`config.mk`:
```
export PLATFORM = sky130hd
export DESIGN_NAME = bp_l15_transducer_mb
export DESIGN_NICKNAME = d
export VERILOG_FILES = /design/src/rtl/bp_l15_transducer_pkg.sv /design/src/rtl/bp_l15_fill_assembler.sv /design/src/rtl/bp_l15_transducer_mb.sv
export SDC_FILE = /design/constraint.sdc
export NUM_CORES = 2
export LEC_CHECK = 0
export ABC_AREA = 1
export CAP_MARGIN = 10
export CELL_PAD_IN_SITES_DETAIL_PLACEMENT = 0
export CELL_PAD_IN_SITES_GLOBAL_PLACEMENT = 1
export CORE_AREA = 2 2 375 377
export CTS_CLUSTER_DIAMETER = 150
export DETAILED_ROUTE_END_ITERATION = 6
export DIE_AREA = 0 0 377 379
export PLACE_DENSITY_LB_ADDON = 0.3
export SYNTH_ARGS = -nofsm -noshare
export SYNTH_HDL_FRONTEND = slang
export SYNTH_SLANG_ARGS = --single-unit
```
`constraint.sdc`:
```
create_clock -name clk_i -period 6.7 [get_ports clk_i]
set_input_delay 0.67 -clock clk_i [delete_from_list [all_inputs] [get_ports clk_i]]
set_output_delay 0.67 -clock clk_i [all_outputs]
set_load 0.01 [all_outputs]
```
`src/rtl/bp_l15_transducer_pkg.sv`:
```
// rtl/bp_l15_transducer_pkg.sv - shared types, L1.5 encodings and helpers for the BP/L1.5 transducer
package bp_l15_transducer_pkg;

    typedef enum logic [2:0] {
        S_RESET,
        S_READY,
        S_LOAD_SEND,
        S_LOAD_WAIT,
        S_FILL,
        S_STORE_SEND,
        S_STORE_WAIT
    } state_e;

    typedef enum logic [1:0] {
        REQ_LOAD_MISS = 2'd0,
        REQ_STORE     = 2'd1,
        REQ_UC_LOAD   = 2'd2,
        REQ_UC_STORE  = 2'd3
    } req_type_e;

    localparam logic [4:0] LOAD_RQ  = 5'b00000;
    localparam logic [4:0] STORE_RQ = 5'b00001;

    localparam logic [3:0] LOAD_RET  = 4'b0000;
    localparam logic [3:0] ST_ACK    = 4'b0100;
    localparam logic [3:0] EVICT_REQ = 4'b0011;
    localparam logic [3:0] INT_RET   = 4'b0111;

    localparam logic [2:0] PCX_SZ_1B  = 3'd0;
    localparam logic [2:0] PCX_SZ_2B  = 3'd1;
    localparam logic [2:0] PCX_SZ_4B  = 3'd2;
    localparam logic [2:0] PCX_SZ_8B  = 3'd3;
    localparam logic [2:0] PCX_SZ_16B = 3'd7;

    function automatic logic [2:0] pcx_size(input logic [1:0] size);
        logic [2:0] enc;
        case (size)
            2'd0:    enc = PCX_SZ_1B;
            2'd1:    enc = PCX_SZ_2B;
            2'd2:    enc = PCX_SZ_4B;
            default: enc = PCX_SZ_8B;
        endcase
        return enc;
    endfunction

    // The L1.5 picks store bytes by address, so narrow data is copied to every lane
    function automatic logic [63:0] replicate_data(input logic [1:0] size, input logic [63:0] data);
        logic [63:0] rep;
        case (size)
            2'd0:    rep = {8{data[7:0]}};
            2'd1:    rep = {4{data[15:0]}};
            2'd2:    rep = {2{data[31:0]}};
            default: rep = data;
        endcase
        return rep;
    endfunction

endpackage

```
`src/rtl/bp_l15_fill_assembler.sv`:
```
// rtl/bp_l15_fill_assembler.sv - beat counter, block assembly and uncached lane extraction
module bp_l15_fill_assembler #(
    parameter int block_width_p = 512,
    parameter int fill_width_p  = 128,
    parameter int beat_width_p  = 2
) (
    input  logic                     clk,
    input  logic                     reset,
    input  logic                     beat_v,
    input  logic                     cached,
    input  logic                     clear,
    input  logic [fill_width_p-1:0]  beat_data,
    input  logic [3:0]               byte_offset,
    input  logic [1:0]               size,
    output logic [block_width_p-1:0] block,
    output logic [beat_width_p-1:0]  beat,
    output logic                     last_beat,
    output logic [63:0]              lane_data
);

    localparam int nb_lp = block_width_p / fill_width_p;

    logic [fill_width_p-1:0] shifted;
    logic [63:0]             mask;

    assign last_beat = (beat == beat_width_p'(nb_lp - 1));

    // Beat counter advances on every cached return and restarts when the fill retires
    always_ff @(posedge clk) begin
        if (reset || clear) begin
            beat <= '0;
        end else if (beat_v && cached) begin
            beat <= last_beat ? '0 : beat + 1'b1;
        end
    end

    // Each return lands in the slot selected by the current beat (slot 0 for uncached)
    always_ff @(posedge clk) begin
        if (reset) begin
            block <= '0;
        end else if (beat_v) begin
            block[beat*fill_width_p +: fill_width_p] <= beat_data;
        end
    end

    // Uncached data: right-justify the addressed bytes and zero everything above the access size
    always_comb begin
        shifted = block[fill_width_p-1:0] >> {byte_offset, 3'b000};
        case (size)
            2'd0:    mask = 64'h0000_0000_0000_00FF;
            2'd1:    mask = 64'h0000_0000_0000_FFFF;
            2'd2:    mask = 64'h0000_0000_FFFF_FFFF;
            default: mask = 64'hFFFF_FFFF_FFFF_FFFF;
        endcase
        lane_data = shifted[63:0] & mask;
    end

endmodule

```
`src/rtl/bp_l15_transducer_mb.sv`:
```
// rtl/bp_l15_transducer_mb.sv - BlackParrot D-cache to OpenPiton L1.5 transducer
module bp_l15_transducer_mb
    import bp_l15_transducer_pkg::*;
#(
    parameter int paddr_width_p = 40,
    parameter int block_width_p = 512,
    parameter int fill_width_p  = 128,
    parameter int sets_p        = 64,
    parameter int assoc_p       = 8,
    parameter int ptag_width_p  = 28,
    localparam int idx_w_lp     = $clog2(sets_p),
    localparam int way_w_lp     = $clog2(assoc_p)
) (
    input  logic                     clk_i,
    input  logic                     reset_i,
    input  logic                     req_v_i,
    output logic                     req_ready_o,
    input  logic [1:0]               req_type_i,
    input  logic [paddr_width_p-1:0] req_addr_i,
    input  logic [way_w_lp-1:0]      req_way_i,
    input  logic [1:0]               req_size_i,
    input  logic [63:0]              req_data_i,
    output logic [4:0]               transducer_l15_rqtype,
    output logic                     transducer_l15_nc,
    output logic [2:0]               transducer_l15_size,
    output logic                     transducer_l15_val,
    output logic [39:0]              transducer_l15_address,
    output logic [63:0]              transducer_l15_data,
    output logic [1:0]               transducer_l15_l1rplway,
    input  logic                     l15_transducer_ack,
    input  logic                     l15_transducer_val,
    input  logic [3:0]               l15_transducer_returntype,
    input  logic [63:0]              l15_transducer_data_0,
    input  logic [63:0]              l15_transducer_data_1,
    input  logic [11:0]              l15_transducer_inval_address_15_4,
    input  logic [1:0]               l15_transducer_inval_way,
    output logic                     transducer_l15_req_ack,
    output logic                     data_pkt_v_o,
    input  logic                     data_pkt_yumi_i,
    output logic [idx_w_lp-1:0]      data_pkt_index_o,
    output logic [way_w_lp-1:0]      data_pkt_way_o,
    output logic [block_width_p-1:0] data_pkt_data_o,
    output logic                     tag_pkt_v_o,
    input  logic                     tag_pkt_yumi_i,
    output logic                     tag_pkt_inval_o,
    output logic [idx_w_lp-1:0]      tag_pkt_index_o,
    output logic [way_w_lp-1:0]      tag_pkt_way_o,
    output logic [ptag_width_p-1:0]  tag_pkt_tag_o,
    output logic                     stat_pkt_v_o,
    input  logic                     stat_pkt_yumi_i,
    output logic [idx_w_lp-1:0]      stat_pkt_index_o,
    output logic [way_w_lp-1:0]      stat_pkt_way_o
);

    localparam int nb_lp       = block_width_p / fill_width_p;
    localparam int beat_w_lp   = (nb_lp > 1) ? $clog2(nb_lp) : 1;
    localparam int offset_w_lp = $clog2(block_width_p / 8);

    state_e                   state, state_n;
    req_type_e                req_type;
    logic [paddr_width_p-1:0] req_addr;
    logic [way_w_lp-1:0]      req_way;
    logic [1:0]               req_size;
    logic [63:0]              req_data;
    logic                     inval_pending;
    logic [idx_w_lp-1:0]      inval_index;
    logic [1:0]               inval_way;
    logic                     data_done, tag_done, stat_done;

    logic                     accept, evict_take, beat_v, fill_done, cached, uncached;
    logic [15:0]              inval_addr_full;
    logic [idx_w_lp-1:0]      req_index;
    logic [block_width_p-1:0] block;
    logic [beat_w_lp-1:0]     beat;
    logic                     last_beat;
    logic [63:0]              lane_data;

    assign cached          = (req_type == REQ_LOAD_MISS);
    assign uncached        = (req_type == REQ_UC_LOAD) || (req_type == REQ_UC_STORE);
    assign accept          = req_v_i & req_ready_o;
    assign evict_take      = (state != S_RESET) & l15_transducer_val
                           & (l15_transducer_returntype == EVICT_REQ) & ~inval_pending;
    assign inval_addr_full = {l15_transducer_inval_address_15_4, 4'b0000};
    assign req_index       = req_addr[6 +: idx_w_lp];

    assign data_pkt_index_o = req_index;
    assign data_pkt_way_o   = req_way;
    assign data_pkt_data_o  = cached ? block : block_width_p'(lane_data);
    assign stat_pkt_index_o = req_index;
    assign stat_pkt_way_o   = req_way;
    assign transducer_l15_l1rplway = req_way[1:0];

    bp_l15_fill_assembler #(
        .block_width_p(block_width_p),
        .fill_width_p (fill_width_p),
        .beat_width_p (beat_w_lp)
    ) u_fill (
        .clk        (clk_i),
        .reset      (reset_i),
        .beat_v     (beat_v),
        .cached     (cached),
        .clear      (fill_done),
        .beat_data  ({l15_transducer_data_1, l15_transducer_data_0}),
        .byte_offset(req_addr[3:0]),
        .size       (req_size),
        .block      (block),
        .beat       (beat),
        .last_beat  (last_beat),
        .lane_data  (lane_data)
    );

    // State register
    always_ff @(posedge clk_i) begin
        if (reset_i) state <= S_RESET;
        else         state <= state_n;
    end

    // Request latch, one-entry invalidation buffer and per-packet done bits
    always_ff @(posedge clk_i) begin
        if (reset_i) begin
            req_type      <= REQ_LOAD_MISS;
            req_addr      <= '0;
            req_way       <= '0;
            req_size      <= '0;
            req_data      <= '0;
            inval_pending <= 1'b0;
            inval_index   <= '0;
            inval_way     <= '0;
            data_done     <= 1'b0;
            tag_done      <= 1'b0;
            stat_done     <= 1'b0;
        end else begin
            if (accept) begin
                req_type <= req_type_e'(req_type_i);
                req_addr <= req_addr_i;
                req_way  <= req_way_i;
                req_size <= req_size_i;
                req_data <= req_data_i;
            end
            if (evict_take) begin
                inval_pending <= 1'b1;
                inval_index   <= inval_addr_full[6 +: idx_w_lp];
                inval_way     <= l15_transducer_inval_way;
            end else if (state == S_READY && inval_pending && tag_pkt_yumi_i) begin
                inval_pending <= 1'b0;
            end
            if (state == S_FILL) begin
                if (fill_done) begin
                    data_done <= 1'b0;
                    tag_done  <= 1'b0;
                    stat_done <= 1'b0;
                end else begin
                    data_done <= data_done | (data_pkt_v_o & data_pkt_yumi_i);
                    tag_done  <= tag_done  | (tag_pkt_v_o  & tag_pkt_yumi_i);
                    stat_done <= stat_done | (stat_pkt_v_o & stat_pkt_yumi_i);
                end
            end
        end
    end

    // Next state, L1.5 request fields, return acks and packet valids
    always_comb begin
        state_n                = state;
        req_ready_o            = 1'b0;
        transducer_l15_val     = 1'b0;
        transducer_l15_rqtype  = LOAD_RQ;
        transducer_l15_nc      = 1'b0;
        transducer_l15_size    = PCX_SZ_1B;
        transducer_l15_address = '0;
        transducer_l15_data    = '0;
        transducer_l15_req_ack = 1'b0;
        beat_v                 = 1'b0;
        fill_done              = 1'b0;
        data_pkt_v_o           = 1'b0;
        tag_pkt_v_o            = 1'b0;
        tag_pkt_inval_o        = 1'b0;
        tag_pkt_index_o        = req_index;
        tag_pkt_way_o          = req_way;
        tag_pkt_tag_o          = req_addr[paddr_width_p-1 -: ptag_width_p];
        stat_pkt_v_o           = 1'b0;

        case (state)
            S_RESET: begin
                if (l15_transducer_val && l15_transducer_returntype == INT_RET) begin
                    transducer_l15_req_ack = 1'b1;
                    state_n                = S_READY;
                end
            end
            S_READY: begin
                req_ready_o = ~inval_pending;
                if (inval_pending) begin
                    tag_pkt_v_o     = 1'b1;
                    tag_pkt_inval_o = 1'b1;
                    tag_pkt_index_o = inval_index;
                    tag_pkt_way_o   = way_w_lp'(inval_way);
                    tag_pkt_tag_o   = '0;
                end else if (req_v_i) begin
                    if (req_type_i == REQ_LOAD_MISS || req_type_i == REQ_UC_LOAD)
                        state_n = S_LOAD_SEND;
                    else
                        state_n = S_STORE_SEND;
                end
            end
            S_LOAD_SEND: begin
                transducer_l15_val    = 1'b1;
                transducer_l15_rqtype = LOAD_RQ;
                transducer_l15_nc     = uncached;
                if (cached) begin
                    transducer_l15_size    = PCX_SZ_16B;
                    transducer_l15_address = {req_addr[paddr_width_p-1:offset_w_lp], {offset_w_lp{1'b0}}}
                                           + (paddr_width_p'(beat) << 4);
                end else begin
                    transducer_l15_size    = pcx_size(req_size);
                    transducer_l15_address = req_addr;
                end
                if (l15_transducer_ack) state_n = S_LOAD_WAIT;
            end
            S_LOAD_WAIT: begin
                if (l15_transducer_val && l15_transducer_returntype == LOAD_RET) begin
                    transducer_l15_req_ack = 1'b1;
                    beat_v                 = 1'b1;
                    if (cached && !last_beat) state_n = S_LOAD_SEND;
                    else                      state_n = S_FILL;
                end
            end
            S_FILL: begin
                data_pkt_v_o = ~data_done;
                if (cached) begin
                    tag_pkt_v_o  = ~tag_done;
                    stat_pkt_v_o = ~stat_done;
                    fill_done    = (data_done | data_pkt_yumi_i) & (tag_done | tag_pkt_yumi_i)
                                 & (stat_done | stat_pkt_yumi_i);
                end else begin
                    fill_done    = data_done | data_pkt_yumi_i;
                end
                if (fill_done) state_n = S_READY;
            end
            S_STORE_SEND: begin
                transducer_l15_val     = 1'b1;
                transducer_l15_rqtype  = STORE_RQ;
                transducer_l15_nc      = uncached;
                transducer_l15_size    = pcx_size(req_size);
                transducer_l15_address = req_addr;
                transducer_l15_data    = replicate_data(req_size, req_data);
                if (l15_transducer_ack) state_n = S_STORE_WAIT;
            end
            S_STORE_WAIT: begin
                if (l15_transducer_val && l15_transducer_returntype == ST_ACK) begin
                    transducer_l15_req_ack = 1'b1;
                    state_n                = S_READY;
                end
            end
            default: state_n = S_RESET;
        endcase

        if (evict_take) transducer_l15_req_ack = 1'b1;
    end

endmodule

```
==> out/qor.csv <==
stage,metric,value,unit
placement,DP HPWL,147000,um
power_and_ir_drop,Peak VDD IR,0.171,mV
cts,cts hold-fix bufs,0,
cts,# clock sinks,640,
floorplanning,initial core utilization,25.8,%
global_route,first-pass GRT wire length,277000,um
cts,Max clock buf depth,3,
worst_setup_path,Crit. End Element,output port,
yosys,Post-synth ARST share,0,%
sta,Tmin final,4960,ps
global_route,Total GRT Usage,26.7,%
power_and_ir_drop,PD cells,241,mW/mm2
worst_setup_path,maximum fanout along the worst path,36,
sta,worst slew pin tran,1160,ps
yosys,number of synthesized flops with an enable pin,0,
yosys,most numerous cell in the Yosys netlist,nand2_1,
cts,TritonCTS buffer count,82,
worst_setup_path,reg2reg start,u_fill.beat[1],
sta,final worst-path cycle share,74.0,%
global_route,number of global-route vias before repair,36100,
placement,global placement routability congestion,0.911,
sta,PnR worst setup slack,1740,ps
route,starting DRC count in detailed routing,3677,
sta,clk_skew,28.5,ps
global_route,largest net degree at the start of global routing,218,
worst_hold_path,HP Start,inval_way[0],
worst_setup_path,CP startpoint kind,flip-flop,
power_and_ir_drop,P_leak,18.1,nW
yosys,Main synth FF type,dfxtp_1,
yosys,synthesized area,0.0359,mm2
route,drt drc,0,
placement,Placed Instances,7729,
floorplanning,FP Rows,137,
cts,Clock Latency Late Sink,700,ps
sta,Setup-failing EPs final,0,
cts,"CTS clk-pin slew, worst paths",60,ps
sta,Slew Limit Fails,0,
final_layout,Nets,6277,
worst_setup_path,Crit Path Category,flip-flop to output port,
global_route,initial antenna violation count,13,
sta,setup_tns,0,ps
final_layout,post-route non-filler standard cell count,7883,
sta,fmax,202,MHz
cts,post_cts resized,0,
global_route,GRT Residual Overflow,0,
worst_setup_path,CP required,6030,ps
route,final wirelength,200000,um
yosys,Synth area leaders,"dfxtp_1 (36%), a21oi_1 (9.8%), nand2_1 (8.7%)",
yosys,Post-Synthesis Cells,5403,
route,drt wl/cell,25.4,um
sta,Final Hold Viols,0,
worst_setup_path,depth of the worst register-to-register path,8,
worst_setup_path,r2r setup slk,2130,ps
route,Final ANT Viol Nets,0,
floorplanning,DIE AREA,0.143,mm2
sta,Slew Limit Headroom,22.4,%
yosys,post-synthesis register bit count,640,
cts,CTS tree,yes,
status,status,finished clean,
yosys,Yosys cell types,33,
yosys,"top cells by count, synth","nand2_1 (829), inv_1 (787), nor2_1 (753), a21oi_1 (703), dfxtp_1 (640)",
cts,CTS H-tree lvls,3,
worst_hold_path,Hold Path Depth,2,
worst_setup_path,Worst EP arrival,4290,ps
yosys,top cell type's share of synthesized area,35.7,%
sta,RSZ-0062 raised after global routing,no,
floorplanning,core area,0.139,mm2
final_layout,ratio of cells with drive above 1 in the final layout,7.12,%
worst_hold_path,Hold Path End,inval_way[0],
cts,Post-CTS Setup Bufs,0,
route,first drt pass iteration count,5,
cts,CTS Root Cell,clkbuf_16,
placement,dpl ws,2170,ps
worst_hold_path,Worst Hold Class,flip-flop to flip-flop,
yosys,Synth area leader,dfxtp_1,
worst_setup_path,reg2reg end,u_fill.block[45],
final_layout,Layout fillers,15200,
run,max cap viols,0,
floorplanning,total I/O pin count,954,
yosys,sequential area share after synthesis,35.7,%
route,vias,39100,
floorplanning,die width,377,um
floorplanning,die height,379,um
final_layout,P&R area growth vs syn,35.3,%
yosys,Syn. warnings,0,
route,DR vias/cell,4.96,
placement,Port Buf Inserts,943,
yosys,syn_area_per_cell,6.64,um2
==> logic make-up (layout without fill, tap and decap cells) <==
family,count (synthesis),in the layout,synth area share (%)
AND/OR/NAND/NOR,1929,1929,21.7
AO/OA/AOI/OAI,1544,1544,27.3
buffers and inverters,1283,1946,15.0
flip-flops,640,640,35.7
adder cells (fa/ha/maj),6,6,0.209
other,1,11,0.0105
==> per-layer routing <==
layer | global-route usage (%) | share of wire, % | vias up | wire length (um)
met5 | 0 | 0.017 | - | 34
met4 | 10.1 | 4.1 | 6 | 8120
met3 | 5.20 | 6.5 | 267 | 13000
met2 | 42.2 | 45 | 1393 | 90700
met1 | 35.8 | 44 | 18800 | 88000
li1 | - | - | 18600 | -
==> through the flow <==
stage	hold WS, ps	area, um2	util (%)	power (mW)
4_1_cts	412	48500	34.9	11.7
2_1_floorplan	425	35900	-	5.87
5_1_grt	460	48500	34.9	12.1
3_3_place_gp	438	45800	33.0	7.16
3_5_place_dp	443	45800	33.0	7.16
6_report	450	48500	34.9	11.7
==> power breakdown <==
group	switching [mW]	total [mW]	internal, mW
logic	2.14	3.03	0.887
registers	0.118	4.08	3.96
clock network	1.96	4.57	2.60
==> layout by cell type (no fill, tap or decap), drive strengths merged <==
cell           instances
a211oi               221
o221ai                 8
buf                   54
clkinv                19
nand2                835
bufinv                 3
o22ai                 10
clkbuf               124
nand3                222
inv                  800
ha                     6
o211ai               158
dfxtp                640
or2                    1
a21oi                703
diode                  7
nor2                 757
conb                   4
o21ai                443
nor3                  79
clkdlybuf4s50        942
o2111ai                1
clkinvlp               4
nand4                 35
==> worst max path at each step <==
stage | from | to | slack (ps) | depth (start not counted)
4_1_cts | req_size[1] | transducer_l15_data[27] | 1700 | 8
5_1_grt | req_size[1] | transducer_l15_data[26] | 1490 | 8
2_1_floorplan | u_fill.beat[0] | u_fill.block[279] | 4350 | 11
3_5_place_dp | u_fill.beat[0] | u_fill.block[45] | 2170 | 10
6_report | req_size[1] | transducer_l15_data[27] | 1740 | 8
3_3_place_gp | u_fill.beat[0] | u_fill.block[45] | 2170 | 10
==> sequential cells by signal, summed over array words and instances, names as in the netlist <==
signal / count
req_addr: 40
state: 3
inval_pending: 1
inval_index: 6
tag_done: 1
data_pkt_way_o: 3
stat_done: 1
data_done: 1
u_fill.block: 512
u_fill.beat: 2
req_data: 64
req_type: 2
req_size: 2
inval_way: 2
==> worst max-delay path, stage by stage, from the launching register on <==
cell             delay, ps
dfxtp_1                860
nand2_1                520
inv_1                  730
buf_12                 280
a21oi_1                 90
o221ai_1                90
nand2_1                150
a21oi_1                270
clkdlybuf4s50_1        620
==> cell type report <==
class                   instances  area (um2)  share of cell area [%]
diodes                          7        17.5                  0.0361
clock buffers                 124        2400                    4.95
clock inverters                23         289                   0.596
inverters                     803        3030                    6.25
multi-input cells            3483       17800                    36.6
flip-flops and latches        640       12800                    26.4
well taps                    1807        2260                    4.66
repair buffers                996        9930                    20.5
Power figures use the tool's default switching activity.
